--- src/rtl/cpu_types_pkg.sv ---
// Shared CPU types for the 5-stage MIPS core.
// Holds the 32-bit word type plus the branch predictor's BTB entry and FSM types.
package cpu_types_pkg;

  typedef logic [31:0] word_t;

  // Default BTB index width (16 entries).
  localparam int BTB_IDX_W = 4;

  // The tag is kept word-wide and zero-extended so the same entry type works
  // for any index width; unused upper tag bits are constant and trim away.
  typedef struct packed {
    logic       valid;
    word_t      tag;
    word_t      target;
    logic [1:0] cnt;
  } btb_entry_t;

  typedef enum logic {
    IDLE,
    PENDING
  } bp_state_t;

endpackage

--- src/rtl/branch_redirect_ctrl_sat_counter2.sv ---
// 2-bit saturating branch counter: step toward taken (11) or not-taken (00).
module sat_counter2 (
  input  logic [1:0] cnt,
  input  logic       taken,
  output logic [1:0] cnt_next
);

  // Saturating increment on taken, saturating decrement on not-taken.
  always_comb begin
    cnt_next = cnt;
    if (taken && (cnt != 2'b11)) begin
      cnt_next = cnt + 2'b01;
    end else if (!taken && (cnt != 2'b00)) begin
      cnt_next = cnt - 2'b01;
    end
  end

endmodule

--- src/rtl/branch_redirect_ctrl.sv ---
// Branch-prediction / redirect controller for the 5-stage MIPS pipeline.
// Direct-mapped BTB of 2-bit counters looked up at fetch, updated when BEQ/BNE
// resolve in MEM. A mispredict flushes the pipe and redirects fetch; the
// redirect is held (PENDING) until the PC register accepts it.
// Optional macro BPRED_STATS_EN adds branch / mispredict statistics counters.
module branch_redirect_ctrl
  import cpu_types_pkg::*;
#(
  parameter int         IDX_W    = BTB_IDX_W,
  parameter logic [1:0] CNT_INIT = 2'b01
) (
  input  logic  CLK,
  input  logic  nRST,
  input  word_t if_pc,
  output logic  pred_taken,
  output word_t pred_target,
  input  logic  stall,
  input  logic  res_valid,
  input  word_t res_pc,
  input  logic  res_taken,
  input  word_t res_target,
  input  logic  res_pred_taken,
  input  word_t res_pred_target,
  input  logic  pc_ready,
  output logic  flush_ID,
  output logic  flush_EX,
  output logic  flush_MEM,
  output logic  redirect_valid,
  output word_t redirect_pc
`ifdef BPRED_STATS_EN
  ,
  output word_t stat_branches,
  output word_t stat_mispredicts
`endif
);

  localparam int ENTRIES = 1 << IDX_W;

  btb_entry_t       btb [ENTRIES];
  logic [IDX_W-1:0] look_idx;
  logic [IDX_W-1:0] res_idx;
  word_t            look_tag;
  word_t            res_tag;
  btb_entry_t       look_e;
  btb_entry_t       res_e;
  logic             res_hit;
  logic             resolve;
  logic             mispredict;
  word_t            corrected_pc;
  logic [1:0]       cnt_next;
  bp_state_t        state;
  bp_state_t        state_next;
  word_t            pending_pc;
  word_t            pending_pc_next;
  logic             unused_pc_bits;

  assign unused_pc_bits = ^if_pc[1:0];

  assign look_idx = if_pc[IDX_W+1:2];
  assign look_tag = word_t'(if_pc[31:IDX_W+2]);
  assign res_idx  = res_pc[IDX_W+1:2];
  assign res_tag  = word_t'(res_pc[31:IDX_W+2]);
  assign look_e   = btb[look_idx];
  assign res_e    = btb[res_idx];
  assign res_hit  = res_e.valid && (res_e.tag == res_tag);

  // Zero-latency fetch lookup; reads the pre-update entry (no bypass).
  assign pred_taken  = look_e.valid && (look_e.tag == look_tag) && look_e.cnt[1];
  assign pred_target = pred_taken ? look_e.target : '0;

  // Gating with nRST keeps every output quiet while reset is held.
  assign resolve      = res_valid && !stall && nRST;
  assign mispredict   = (res_taken != res_pred_taken) ||
                        (res_taken && (res_pred_target != res_target));
  assign corrected_pc = res_taken ? res_target : (res_pc + 32'd4);

  sat_counter2 u_sat_counter2 (
    .cnt      (res_e.cnt),
    .taken    (res_taken),
    .cnt_next (cnt_next)
  );

  // BTB update on resolve: train on hit, allocate only on a taken miss.
  always_ff @(posedge CLK or negedge nRST) begin
    if (!nRST) begin
      for (int i = 0; i < ENTRIES; i++) begin
        btb[i] <= '{valid: 1'b0, tag: '0, target: '0, cnt: CNT_INIT};
      end
    end else if (resolve) begin
      if (res_hit) begin
        btb[res_idx].cnt <= cnt_next;
        if (res_taken) begin
          btb[res_idx].target <= res_target;
        end
      end else if (res_taken) begin
        btb[res_idx] <= '{valid: 1'b1, tag: res_tag, target: res_target, cnt: 2'b10};
      end
    end
  end

  // Redirect FSM state and the latched redirect address.
  always_ff @(posedge CLK or negedge nRST) begin
    if (!nRST) begin
      state      <= IDLE;
      pending_pc <= '0;
    end else begin
      state      <= state_next;
      pending_pc <= pending_pc_next;
    end
  end

  // Flush/redirect outputs and next state; PENDING ignores new resolves and
  // stays put while the pipeline is stalled.
  always_comb begin
    state_next      = state;
    pending_pc_next = pending_pc;
    flush_ID        = 1'b0;
    flush_EX        = 1'b0;
    flush_MEM       = 1'b0;
    redirect_valid  = 1'b0;
    redirect_pc     = '0;
    case (state)
      IDLE: begin
        if (resolve && mispredict) begin
          flush_ID       = 1'b1;
          flush_EX       = 1'b1;
          flush_MEM      = 1'b1;
          redirect_valid = 1'b1;
          redirect_pc    = corrected_pc;
          if (!pc_ready) begin
            state_next      = PENDING;
            pending_pc_next = corrected_pc;
          end
        end
      end
      PENDING: begin
        flush_ID       = 1'b1;
        redirect_valid = 1'b1;
        redirect_pc    = pending_pc;
        if (pc_ready && !stall) begin
          state_next = IDLE;
        end
      end
      default: begin
        state_next = IDLE;
      end
    endcase
  end

`ifdef BPRED_STATS_EN
  // Free-running wrap-around counts of resolves and mispredicts.
  always_ff @(posedge CLK or negedge nRST) begin
    if (!nRST) begin
      stat_branches    <= '0;
      stat_mispredicts <= '0;
    end else if (resolve) begin
      stat_branches <= stat_branches + 32'd1;
      if (mispredict) begin
        stat_mispredicts <= stat_mispredicts + 32'd1;
      end
    end
  end
`endif

endmodule

--- config.mk ---
export PLATFORM = sky130hd
export DESIGN_NAME = branch_redirect_ctrl
export DESIGN_NICKNAME = d
export VERILOG_FILES = /design/src/rtl/cpu_types_pkg.sv /design/src/rtl/branch_redirect_ctrl_sat_counter2.sv /design/src/rtl/branch_redirect_ctrl.sv
export SDC_FILE = /design/constraint.sdc
export NUM_CORES = 2
export LEC_CHECK = 0
export ABC_CLOCK_PERIOD_IN_PS = 6620
export BUFFER_PORTS_ARGS = -buffer_cell sky130_fd_sc_hd__buf_4
export CAP_MARGIN = 15
export CELL_PAD_IN_SITES_DETAIL_PLACEMENT = 0
export CELL_PAD_IN_SITES_GLOBAL_PLACEMENT = 1
export CORE_MARGIN = 3
export CORE_UTILIZATION = 53
export CTS_CLUSTER_DIAMETER = 60
export DETAILED_ROUTE_END_ITERATION = 10
export GPL_TIMING_DRIVEN = 0
export PLACE_DENSITY = 0.89
export SLEW_MARGIN = 40
export SYNTH_ARGS = -nofsm -noshare
export SYNTH_HDL_FRONTEND = slang
export SYNTH_SLANG_ARGS = --single-unit
export TNS_END_PERCENT = 100
--- constraint.sdc ---
create_clock -name CLK -period 6.62 [get_ports CLK]
set_input_delay 1.324 -clock CLK [delete_from_list [all_inputs] [get_ports CLK]]
set_output_delay 1.324 -clock CLK [all_outputs]
set_load 0.01 [all_outputs]
==> metrics <==
outcome complete, but fails checks; failing checks negative setup slack; Comb pwr share 14.0%; Final Hold Violating Endpoints 0; Cell Count, Final, Fillers Out 5184; Setup-failing EPs final 45; VDD IR max 0.000235 V; final period utilization 102%; RSZ-0062 raised after global routing false; Crit. End Element flop; Worst Path Buf+Inv 8; Post-synth EDFFs 0; gpl congestion 0.982; CTS tree yes; most area-hungry cell type in the Yosys netlist dfrtp_1; Residual DRC 0; Synth Register Bits 1009; share of post-route cells with drive strength above 1 48.1%; vias in the first global route 35900; Vias per Instance 6.80; synth top area cells dfrtp_1 48%, mux2_2 20%, mux4_2 17%; antenna violations before repair 4; NumNets Final 3958; switching share of power 26.7%; total CTS buffers 109; top cell type's share of synthesized area 47.9%; Post-Syn Area per Cell 14.7 um^2; routed vias 35300; Routed WL 173000 um; Post-Synth Adder-Cell Area 0.169%; synth unique cells 73; P_sw 4140 uW; post-route ant nets 0; Cells after Synth 3525; max layer used met5; CP required 7200 ps; # hold bufs at CTS 0; IO buf count 158; TritonRoute pass-1 iters 8; Post-synth ARST share 100%; Internal 11400 uW; largest fanout on the critical path 10; DR WL met3 18100 um; Die Y 319 um; FP Rows 114; largest family of logic cells by synthesized area multiplexers; share of power burned in registers 45.5%; hpwl dp 123000 um; Synth Net Count 3667; P&R area growth vs syn 14.1%; Max Slew Vio Count 0; WS Path Type in -> reg; slowest stage delay, CP 690 ps; die width 319 um; XOR/XNOR Fraction of Synth Area 1.82%; Synth Area in Compound Gates 3.01%; min Tclk post-route 6780 ps; setup slack at placement -1690 ps; total grt overflow 0; crit path cell chain buf_4 > buf_2 > buf_4 > buf_2 > buf_2 > buf_1 > mux2i_1 > xor2_1 > a31oi_1 > nor4_1 > and3_1 > buf_2 > nor3_4 > buf_2 > mux2_2; Met2 Routed Length 78600 um; Fillers 7244; Initial Utilization 53.6%; clk slew on worst S/H paths 60 ps; post-synthesis mux area share 38.9%; # IOs 204; CTS max path bufs 3; leakage 0.0271 uW; Mapped Area 51900 um^2; H-Tree Level Count 3; largest net degree at the start of global routing 111; Core ar. 96900 um^2; die footprint 102000 um^2; Worst Setup Slack, final -155 ps; Critical-path top delay cell nor3_4; Worst-Skew Late Latency 730 ps; clk_skew 43.9 ps; Worst EP arrival 7350 ps; first-pass GRT wire length 252000 um; Total GRT Usage 34.1%; CTS Root Cell clkbuf_16; Hold WC Path Type in -> async; sequential area share after synthesis 48.7%; Worst setup SP type primary input; Clock Power Share 40.5%; Ys Warns 0; max-cap viol count 0; WL per Instance 33.5 um; simple logic cell fraction of the synthesized area 4.12%; placed insts 4980; prevailing post-synth register cell dfrtp_1; worst relative slew slack 34.4%; Worst-Margin Slew 981 ps; CP top delay family buffers and inverters; power per cell area 262 nW/um^2; most used cell, CP buf_2; DRT met1 WL 65800 um; Max Fclk 0.148 GHz; Clock Sinks 1009; Iter 0 DRT Violations 4164
sequential cells by signal (all words and copies together), names as in the netlist:
signal / flops
pending_pc: 32
state: 1
btb: 976
metrics by stage:
stage	setup TNS [ps]	instance area (um^2)	hold WS (ps)	total power [uW]	util [%]
final	-2950	59200	415	15500	61.2
after global routing	0	59200	396	15900	61.2
after CTS	0	59100	385	15500	61.1
after detailed placement	-154010	55300	471	9260	57.1
after global placement	-	54700	462	9150	56.5
after floorplan	0	51900	450	8380	-
layout by cell type, fill, tap and decap left out, types with 9 or more instances in the layout:
cell	synthesis	routed
clkinv_2	0	11
clkbuf_2	0	35
clkbuf_1	239	224
nand2_1	116	116
clkbuf_4	0	9
buf_6	34	32
or3_1	10	10
mux2i_1	63	63
xor2_1	57	53
mux2_1	30	30
buf_8	0	9
nor2_2	0	11
nor2_1	55	41
buf_16	0	15
buf_2	35	45
clkbuf_16	0	109
o21ai_0	60	57
and3_1	13	13
nor4_1	16	15
buf_1	38	16
nand2_8	9	9
mux2_2	920	920
nor3_1	17	13
xnor2_1	51	49
dfrtp_1	993	993
mux2_4	16	16
o31ai_1	13	13
nand3_1	32	32
a21oi_1	52	52
buf_4	9	180
clkbuf_8	0	22
a22o_1	42	42
a22oi_1	11	11
and2_1	9	9
nand2b_1	17	17
dfstp_2	16	16
nand4_1	19	19
nor2b_1	38	38
mux4_2	381	381
inv_1	15	15
worst paths after layout:
kind                                           startpoint                        end  slack (ps)  cells past startpoint
min in group CLK                pending_pc[0]$_DFFE_PN0P_  pending_pc[0]$_DFFE_PN0P_         480                      2
worst min register to register  pending_pc[0]$_DFFE_PN0P_  pending_pc[0]$_DFFE_PN0P_         480                      2
worst max-delay path                            res_pc[5]        btb[41]$_DFFE_PN0P_        -160                     15
worst min-delay path                                 nRST       btb[433]$_DFFE_PN0P_         420                      1
max in group asynchronous                            nRST       btb[889]$_DFFE_PN0P_        4190                      5
worst max register to register       btb[926]$_DFFE_PN0P_       btb[242]$_DFFE_PN0P_        2040                     11
power by group through the flow:
| stage | Combinational, uW | Sequential, uW | Clock (uW) |
|---|---|---|---|
| after floorplan | 1370 | 7010 | 0 |
| after CTS | 2150 | 7040 | 6290 |
| final | 2180 | 7050 | 6280 |
| after global routing | 2290 | 7100 | 6540 |
| after detailed placement | 2130 | 7140 | 0 |
| after global placement | 2040 | 7110 | 0 |
synth_stat cells, drive strengths merged, types with 10 or more instances:
library cell	instances
dfrtp	993
mux2	966
mux4	382
clkbuf	239
nand2	125
buf	116
mux2i	63
o21ai	61
xor2	57
nor2	55
a21oi	52
xnor2	51
a22o	42
nor2b	38
nand3	32
nand4	19
nor3	18
nand2b	17
nor4	17
dfstp	16
inv	15
and3	13
o31ai	13
a22oi	11
and2	10
or3	10
final cells by class:
cell class / count / area, um^2 / share of cell area, %
flip-flops and latches: 1009 / 25300 / 42.7
multi-input cells: 2146 / 25100 / 42.4
clock buffers: 162 / 3150 / 5.31
plain buffers: 353 / 1830 / 3.09
repair buffers: 182 / 1700 / 2.87
well taps: 1276 / 1600 / 2.69
clock inverters: 37 / 523 / 0.883
inverters: 15 / 56.3 / 0.0950
diodes: 4 / 10.0 / 0.0169
routing by layer:
metal / vias up / global-route usage (%)
met1: 18600 / 45.2
met4: 4 / 17.7
li1: 13900 / -
met2: 2207 / 52.2
met5: - / 0
met3: 584 / 9.12
cells by family after synthesis:
| logic type | Yosys count |
|---|---|
| flops | 1009 |
| mux | 1411 |
| compound gates | 233 |
| simple gates | 387 |
| buf+inv | 370 |
| xor+xnor | 108 |
| fa+ha+maj | 7 |
repair_timing:
action,CTS,global route
resized for setup,46,23
endpoints found under the setup margin,43,49
endpoints found under the hold margin,0,0
gates cloned,0,0
setup buffers,3,0
pin swaps,2,0
worst reg2reg max path: cells and delay by family (launching register included):
kind | cells | cell delay [ps]
simple gates | 4 | 1360
mux | 3 | 1320
flops | 1 | 410
xor+xnor | 1 | 620
compound gates | 1 | 170
buf+inv | 2 | 550
(Power assumes the default switching activity.)
